$ cat config.mk
export PLATFORM = sky130hd
export DESIGN_NAME = seg7_scan_driver
export DESIGN_NICKNAME = d
export VERILOG_FILES = /design/src/rtl/seg7_pkg.sv /design/src/rtl/seg7_dec_core.sv /design/src/rtl/seg7_scan_driver.sv
export SDC_FILE = /design/constraint.sdc
export NUM_CORES = 1
export LEC_CHECK = 0
export ABC_AREA = 1
export BUFFER_PORTS_ARGS = -buffer_cell sky130_fd_sc_hd__buf_2
export CORE_MARGIN = 2
export CORE_UTILIZATION = 53
export DETAILED_ROUTE_END_ITERATION = 7
export HOLD_SLACK_MARGIN = 0.1
export MAX_ROUTING_LAYER = met4
export PLACE_DENSITY = 0.8
export SLEW_MARGIN = 15
export SYNTH_ARGS = -nofsm -noshare
export SYNTH_HDL_FRONTEND = slang
export SYNTH_SLANG_ARGS = --single-unit
$ cat constraint.sdc
create_clock -name CLK -period 2.7 [get_ports CLK]
set_input_delay 0.135 -clock CLK [delete_from_list [all_inputs] [get_ports CLK]]
set_output_delay 0.135 -clock CLK [all_outputs]
set_load 0.005 [all_outputs]
$ cat src/rtl/seg7_pkg.sv
// rtl/seg7_pkg.sv - segment pattern constants and nibble lookup for the scan driver
package seg7_pkg;

    typedef logic [6:0] seg_t;

    // Active-low, bit order g..a
    localparam seg_t SEG_0     = 7'b1000000;
    localparam seg_t SEG_1     = 7'b1111001;
    localparam seg_t SEG_2     = 7'b0100100;
    localparam seg_t SEG_3     = 7'b0110000;
    localparam seg_t SEG_4     = 7'b0011001;
    localparam seg_t SEG_5     = 7'b0010010;
    localparam seg_t SEG_6     = 7'b0000010;
    localparam seg_t SEG_7     = 7'b1011000;
    localparam seg_t SEG_8     = 7'b0000000;
    localparam seg_t SEG_9     = 7'b0010000;
    localparam seg_t SEG_A     = 7'b0001000;
    localparam seg_t SEG_B     = 7'b0000011;
    localparam seg_t SEG_C     = 7'b1000110;
    localparam seg_t SEG_D     = 7'b0100001;
    localparam seg_t SEG_E     = 7'b0000110;
    localparam seg_t SEG_F     = 7'b0001110;
    localparam seg_t SEG_BLANK = 7'b1111111;

    function automatic seg_t seg7_lookup(input logic [3:0] nib);
        seg_t s;
        case (nib)
            4'h0:    s = SEG_0;
            4'h1:    s = SEG_1;
            4'h2:    s = SEG_2;
            4'h3:    s = SEG_3;
            4'h4:    s = SEG_4;
            4'h5:    s = SEG_5;
            4'h6:    s = SEG_6;
            4'h7:    s = SEG_7;
            4'h8:    s = SEG_8;
            4'h9:    s = SEG_9;
            4'hA:    s = SEG_A;
            4'hB:    s = SEG_B;
            4'hC:    s = SEG_C;
            4'hD:    s = SEG_D;
            4'hE:    s = SEG_E;
            default: s = SEG_F;
        endcase
        return s;
    endfunction

endpackage

$ cat src/rtl/seg7_dec_core.sv
// rtl/seg7_dec_core.sv - nibble + blank to active-low segments; SEG7_HEX_EN enables A-F glyphs
module seg7_dec_core
    import seg7_pkg::*;
(
    input  logic [3:0] nib,
    input  logic       blank,
    output logic [6:0] n_seg
);

    always_comb begin
        n_seg = SEG_BLANK;
        if (!blank) begin
`ifdef SEG7_HEX_EN
            n_seg = seg7_lookup(nib);
`else
            if (nib <= 4'd9) begin
                n_seg = seg7_lookup(nib);
            end
`endif
        end
    end

endmodule

$ cat src/rtl/seg7_scan_driver.sv
// rtl/seg7_scan_driver.sv - multiplexed N-digit common-anode 7-segment scan driver
module seg7_scan_driver
    import seg7_pkg::*;
#(
    parameter int DIGITS       = 6,
    parameter int DIV          = 50000,
    parameter int BLINK_FRAMES = 64
) (
    input  logic                  CLK,
    input  logic                  nRST,
    input  logic [4*DIGITS-1:0]   DIN,
    input  logic                  EN,
    input  logic                  LZB,
    input  logic [DIGITS-1:0]     DP,
    input  logic [DIGITS-1:0]     BLINK,
    output logic [6:0]            nSEG,
    output logic                  nDP,
    output logic [DIGITS-1:0]     nDIG,
    output logic                  FRAME
);

    localparam int PW = (DIV > 1) ? $clog2(DIV) : 1;
    localparam int IW = $clog2(DIGITS);
    localparam int FW = (BLINK_FRAMES > 1) ? $clog2(BLINK_FRAMES) : 1;

    logic [PW-1:0]         pcnt_q, pcnt_d;
    logic [IW-1:0]         idx_q, idx_d;     // slot that the next tick brings up
    logic [IW-1:0]         disp_q, disp_d;   // slot currently on the display
    logic                  live_q, live_d;   // first tick seen since reset
    logic [FW-1:0]         fcnt_q, fcnt_d;
    logic                  phase_q, phase_d;
    logic [4*DIGITS-1:0]   sh_din_q, sh_din_d;
    logic [DIGITS-1:0]     sh_dp_q, sh_dp_d;
    logic [DIGITS-1:0]     sh_blink_q, sh_blink_d;
    logic                  sh_lzb_q, sh_lzb_d;
    logic [6:0]            nseg_q, nseg_d;
    logic                  ndp_q, ndp_d;
    logic [DIGITS-1:0]     ndig_q, ndig_d;
    logic                  frame_q, frame_d;

    logic                  tick, frame_start, show;
    logic                  blink_blank, lz_blank;
    logic [3:0]            nib;
    logic [6:0]            dec_seg;

    always_comb begin
        tick        = (pcnt_q == PW'(DIV - 1));
        frame_start = tick && (idx_q == '0);

        pcnt_d = tick ? '0 : pcnt_q + PW'(1);
        idx_d  = idx_q;
        disp_d = disp_q;
        if (tick) begin
            idx_d  = (idx_q == IW'(DIGITS - 1)) ? '0 : idx_q + IW'(1);
            disp_d = idx_q;
        end
        live_d = live_q | tick;

        sh_din_d   = frame_start ? DIN   : sh_din_q;
        sh_dp_d    = frame_start ? DP    : sh_dp_q;
        sh_blink_d = frame_start ? BLINK : sh_blink_q;
        sh_lzb_d   = frame_start ? LZB   : sh_lzb_q;

        // Only completed frames count toward the blink half-period
        fcnt_d  = fcnt_q;
        phase_d = phase_q;
        if (frame_start && live_q) begin
            if (fcnt_q == FW'(BLINK_FRAMES - 1)) begin
                fcnt_d  = '0;
                phase_d = ~phase_q;
            end else begin
                fcnt_d  = fcnt_q + FW'(1);
            end
        end

        // Decode from next-state values so the guard cycle already shows the new slot
        nib         = sh_din_d[{disp_d, 2'b00} +: 4];
        blink_blank = phase_d && sh_blink_d[disp_d];
        lz_blank    = sh_lzb_d && (disp_d != '0) && ((sh_din_d >> {disp_d, 2'b00}) == '0);
        show        = live_d && EN;

        nseg_d  = show ? dec_seg : SEG_BLANK;
        ndp_d   = !(show && !blink_blank && sh_dp_d[disp_d]);
        ndig_d  = (show && (pcnt_d != '0)) ? ~(DIGITS'(1) << disp_d) : '1;
        frame_d = frame_start;
    end

    seg7_dec_core u_dec (
        .nib   (nib),
        .blank (blink_blank | lz_blank),
        .n_seg (dec_seg)
    );

    always_ff @(posedge CLK or negedge nRST) begin
        if (!nRST) begin
            pcnt_q     <= '0;
            idx_q      <= '0;
            disp_q     <= '0;
            live_q     <= 1'b0;
            fcnt_q     <= '0;
            phase_q    <= 1'b0;
            sh_din_q   <= '0;
            sh_dp_q    <= '0;
            sh_blink_q <= '0;
            sh_lzb_q   <= 1'b0;
            nseg_q     <= SEG_BLANK;
            ndp_q      <= 1'b1;
            ndig_q     <= '1;
            frame_q    <= 1'b0;
        end else begin
            pcnt_q     <= pcnt_d;
            idx_q      <= idx_d;
            disp_q     <= disp_d;
            live_q     <= live_d;
            fcnt_q     <= fcnt_d;
            phase_q    <= phase_d;
            sh_din_q   <= sh_din_d;
            sh_dp_q    <= sh_dp_d;
            sh_blink_q <= sh_blink_d;
            sh_lzb_q   <= sh_lzb_d;
            nseg_q     <= nseg_d;
            ndp_q      <= ndp_d;
            ndig_q     <= ndig_d;
            frame_q    <= frame_d;
        end
    end

    assign nSEG  = nseg_q;
    assign nDP   = ndp_q;
    assign nDIG  = ndig_q;
    assign FRAME = frame_q;

endmodule
* After elaboration in Yosys (flattened, before gate mapping)
Memories as Yosys holds them, arrays and structs flattened.
Index checks and enable logic that the tools add are counted.
** Storage, ports and cells
- Register bits :: 82
- Bits in read-only memories :: 112
- Input port bits :: 40
- Logic and storage cells :: 63
- Memories kept :: 1
** Memories
- (no name shown) :: depth 16, width 7, rd ports 1, clocked after memory_dff 0, write ports 0, line seg7_pkg.sv:27 : case (nib)
** Operators by class
- $add $sub $neg :: 3
- Order comparisons :: 2
- Equality and inequality tests :: 3
- Shift operators :: 3
- Muxes and demuxes :: 18
- Bitwise gates (word level) :: 4
- Reductions and logical operators :: 15
** Operators with widths (count)
- $logic_not A24 Y1 :: 1
- $mux W24 :: 1
- $mux W6 :: 4
- $shiftx A24 B6 Y4 :: 1
- $shr A24 B5 Y24 :: 1
- $mux W7 :: 3
- $add A16 B1 Y16 const B :: 1
- $eq A16 B16 Y1 const B :: 1
- $mux W16 :: 1
- $reduce_bool A16 Y1 :: 1
- $logic_and A1 B1 Y1 :: 9
- $add A6 B1 Y6 const B :: 1
- $bmux W1 S3 :: 2
- $eq A6 B6 Y1 const B :: 1
- $mux W3 :: 2
- $not A6 Y6 :: 1
- $shl A1 B3 Y6 const A :: 1
- $mux W1 :: 5
- $le A4 B4 Y1 const B :: 1
- $lt A3 B4 Y1 const B :: 1
- $add A3 B1 Y3 const B :: 1
- $eq A3 B3 Y1 const B :: 1
- $logic_not A3 Y1 :: 1
- $reduce_bool A3 Y1 :: 1
- 3 further kinds :: 5

* Longest topological paths before layout
- Depth in word-level cells :: 10
- Gate-level depth with buffers :: 22

* Modules after synthesis
Synthesis repeated with hierarchy kept, for this count alone.
** Second synthesis, totals
- Cells, all modules :: 610
- Area total of the unflattened synthesis :: 4683.2 µm²
** By module, submodules not included
- seg7_scan_driver :: times used 1, cells each 555, area each 4379.2 µm², seq. area each 2069.5 µm²
- seg7_dec_core :: times used 1, cells each 55, area each 304.0 µm², seq. area each 0.0 µm²

* Worst setup path before layout
Ideal clock, no wire load.
- Path kind :: reg-to-reg
- Start point :: register pcnt_q[0]
- End point :: register nseg_q[6] (netlist: nSEG[6])
- Library setup time :: 0.084 ns
- Arrival :: 2.552 ns
- Setup slack :: 0.064 ns
- Cell stages (with the launch flop) :: 22
- Clock period less this slack :: 2.636 ns
- Path through :: dfrtp_1 ha_1 nand3_4 nor2_8 buf_6 nand3b_4 nand2_8 buf_6 nand3_1 nand3_1 nand2_1 inv_1 nand2_1 inv_1 ha_1 inv_1 nand2_1 nand3_1 nand2_2 nand2_2 a21oi_1 nand2_1
** On the way
- Cells in the longest elaborated chain, start to end :: 9
** RTL lines
- start, declared :: line seg7_scan_driver.sv:26 : logic [PW-1:0] pcnt_q, pcnt_d;
- start signal, assigned :: line seg7_scan_driver.sv:111 : pcnt_q <= pcnt_d;
- $eq A16 B16 Y1 * :: line seg7_scan_driver.sv:47 : tick = (pcnt_q == PW'(DIV - 1));
- branches (longest 7 deep; another with $mem_v2 Z16 W7)
- $mux W7 * :: line seg7_scan_driver.sv:82 : nseg_d = show ? dec_seg : SEG_BLANK;
- named net nseg_d[6] :: line seg7_scan_driver.sv:36 : logic [6:0] nseg_q, nseg_d;
- end signal, assigned :: line seg7_scan_driver.sv:121 : nseg_q <= nseg_d;
- end, declared :: line seg7_scan_driver.sv:36
Mark *: on every way through the listed nets, which the timed path passes. The select of a mux whose other input is x is not followed.
A chain may end at the register's enable or synchronous reset.

* Final worst setup path
- Start point :: register pcnt_q[0]
- End point :: register nseg_q[2] (netlist: nSEG[2])
The elaborated chain is that of the path after synthesis.

==> results.toml <==
[synth]
avgSynthCellArea_um2 = 7.559
synth_common_cells = "218 x nand2_1, 77 x inv_1, 68 x dfrtp_1"
syn_area_um2 = 4921
synth_top_area_share_pct = 34.58
synth_edf_count = 0
synth_top_area_cell = "dfrtp_1"
synthFlopType = "dfrtp_1"
postSynthCellCount = 651
ys_warn_count = 0
ys_async_sr_fraction_pct = 100.0
synth.top_cells.by_area = "dfrtp_1 35%, nand2_1 17%, dfstp_2 7.5%, nand3_1 6.0%, inv_1 5.9%"
synth-seq-area-share_pct = 42.05
synth_cell_type_count = 50
syn_nets = 698
yosysMostFrequentCell = "nand2_1"
ys_seq_elements = 82

[die]
pin_count = 55
start_util_pct = 54.02
rows = 35
core_area_um2 = 9109
dieArea_um2 = 10070
fp.dieW_um = 100.4
die_h_um = 100.4

[final_layout]
drive_above_1_share_pct = 33.12
syn2layout_area_growth_pct = 34.20
final_core_utilization_pct = 72.50
antenna_cells = 0
final_nets = 839

[critical_path]
cp.required_ns = 3.01
rr_startpoint = "pcnt_q[0]"
startpoint = "pcnt_q[0]"
max_stage_delay_ns = 0.43
cp-end-kind = "register"
critPathLaunchType = "register"
crit_chain = "ha_4 -> nand3_4 -> nor2_8 -> buf_6 -> nand3b_4 -> nand2_8 -> buf_12 -> nand3_4 -> nand3_2 -> nand2_4 -> a21oi_4 -> buf_4 -> ha_2 -> nand3_2 -> o21ai_1 -> nor2_2 -> nand2_1"
crit_slowest_cell = "dfrtp_1"
criticalPathCategory = "register to register"
cp.arrival_ns = 3.09
crit_fanout = 7

[route]
dr_total_vias = 5119
ant_nets = 0
routed_wl_um = 14960
drt_pre_antenna_iters = 5
viasPerCell = 5.638
drc_errors = 0
wire_per_inst_um = 16.47
drtIter0Drc = 444

[sta]
fin_crit_sh_pct = 102.9
relSlewSlack_pct = 32.34
fmax_ghz = 0.3599
hold_viol = 0
fin_ws_ns = -0.07862
drv_slew = 0
rsz0062_at_grt = "true"
finalSetupTns_ns = -0.4135
setup_viol = 7
fin_crit_ns = 2.779
worst_pin_slew_ns = 1.015
finalClockSkew_ns = 0.009939

[place]
hpwlAfterDp_um = 8858
io_buffers = 54
globalplace.congestion = 0.9575

[status]
status = "finished, violations left"
violations = "negative setup slack"

[global_route]
grt_usage_pct = 27.89
grt_max_degree = 83
antenna_found_initial = 0
gr-total-overflow = 0
grt_pass1_vias = 4805
grt_pass1_wl_um = 21690

[clock_tree]
clkTransAtPathRegs_ns = 0.09
clk-insertion-delay-late_ns = 0.37
cts_tree = "built"
cts_max_level = 3
cts.sinks = 82
numCtsBuffers = 9
root_buffer = "clkbuf_8"
clock_path_buffers = 2

[power_and_ir_drop]
p_per_area_nw_per_um2 = 355.7
irDropWorstVdd_mv = 0.2819
p_leak_nw = 3.323

[run]
drv_cap = 0

[worst_hold_path]
hp-start = "DIN[10]"
min_path_type = "input port to register"
-- final cells by class --
class	instances	area, µm²
Timing Repair Buffer	145	1125
Sequential cell	82	2069
Clock inverter	7	100.1
Fill cell	628	2505
Inverter	87	347.8
Multi-Input combinational cell	467	2699
Tap cell	111	138.9
Clock buffer	9	123.9
-- registers in the layout (all words and copies together), names as in the netlist --
name        cells
phase_q         1
pcnt_q         16
nDP             1
sh_din_q       24
live_q          1
nSEG            7
fcnt_q          6
sh_blink_q      6
disp_q          3
idx_q           3
sh_dp_q         6
sh_lzb_q        1
FRAME           1
nDIG            6
-- where the power goes --
| group | internal [mW] | switching (mW) | total [mW] |
|---|---|---|---|
| Combinational | 0.0453 | 0.0421 | 0.0874 |
| Clock | 0.529 | 0.504 | 1.03 |
| Sequential | 1.23 | 0 | 1.23 |
| Total | 1.80 | 0.546 | 2.35 |
-- final timing paths --
check                      slack (ns)             to  depth (start not counted)
min in group asynchronous        0.48   sh_din_q[10]                          2
max in group asynchronous        1.57  sh_blink_q[0]                          2
setup reg to reg                -0.08        nSEG[2]                         17
hold reg to reg                  0.49     sh_dp_q[5]                          2
hold / removal                   0.11   sh_din_q[10]                          3
setup / recovery                -0.08        nSEG[2]                         17
-- metrics by stage --
stage                     worst slack [ns]  hold WS (ns)  total power, mW  std cells  cell area [µm²]
after floorplan                    0.06399       -0.1606            1.256        651             4921
after global placement             0.04054        0.3595            1.310        829             5446
after detailed placement           -0.1039        0.3701            1.311        829             5446
after CTS                        0.0006641        0.1077            2.352        879             6045
after global routing               -0.2181        0.1381            2.419        908             6604
final                             -0.07862        0.1149            2.349        908             6604
-- layout by cell type, fill, tap and decap left out, types with 16 or more instances in the layout --
cell           netlist  layout
buf_2                4      53
buf_4                4      50
dfrtp_1             68      68
dlygate4sd3_1        0      25
inv_1               77      72
nand2_1            218     195
nand2_2             11      23
nand2_4              7      16
nand3_1             59      46
nand4_1             28      28
nor2_1              67      58
-- metal layers --
metal  GRT usage (%)  share of wire (%)  wire (µm)  up-vias
li1                -                  -          -     2342
met1           33.12                 39       5833     2415
met3           4.944                6.4        952       76
met5               -                  0          0        -
met4           14.54                4.1        615        0
met2           45.43                 51       7554      286
-- cell families (layout without fill, tap and decap cells) --
| group | after synthesis | in the layout | synth area share [%] |
|---|---|---|---|
| AOI/OAI and AO/OA | 27 | 27 | 4.247 |
| adders and majority gates | 7 | 7 | 1.780 |
| DFF | 82 | 82 | 42.05 |
| xor gates and xnor gates | 7 | 7 | 1.246 |
| buffers and inverters | 103 | 248 | 9.357 |
| and+or+nand+nor | 425 | 426 | 41.32 |
-- what timing repair did --
item,in CTS,in global routing
hold buffers,25,0
endpoints found under the hold margin,92,0
setup endpoints to repair,7,7
cloned,1,1
setup buffers,8,28
gates resized for setup,8,86
pin swaps,7,46
-- worst max-delay path: cells and delay by family (launching register included) --
kind	cells	cell delay (ns)
DFF	1	0.43
and+or+nand+nor	10	1.12
buffers and inverters	3	0.43
AOI/OAI and AO/OA	2	0.40
adders and majority gates	2	0.35
Note: power is estimated with default switching activity, not from simulation.
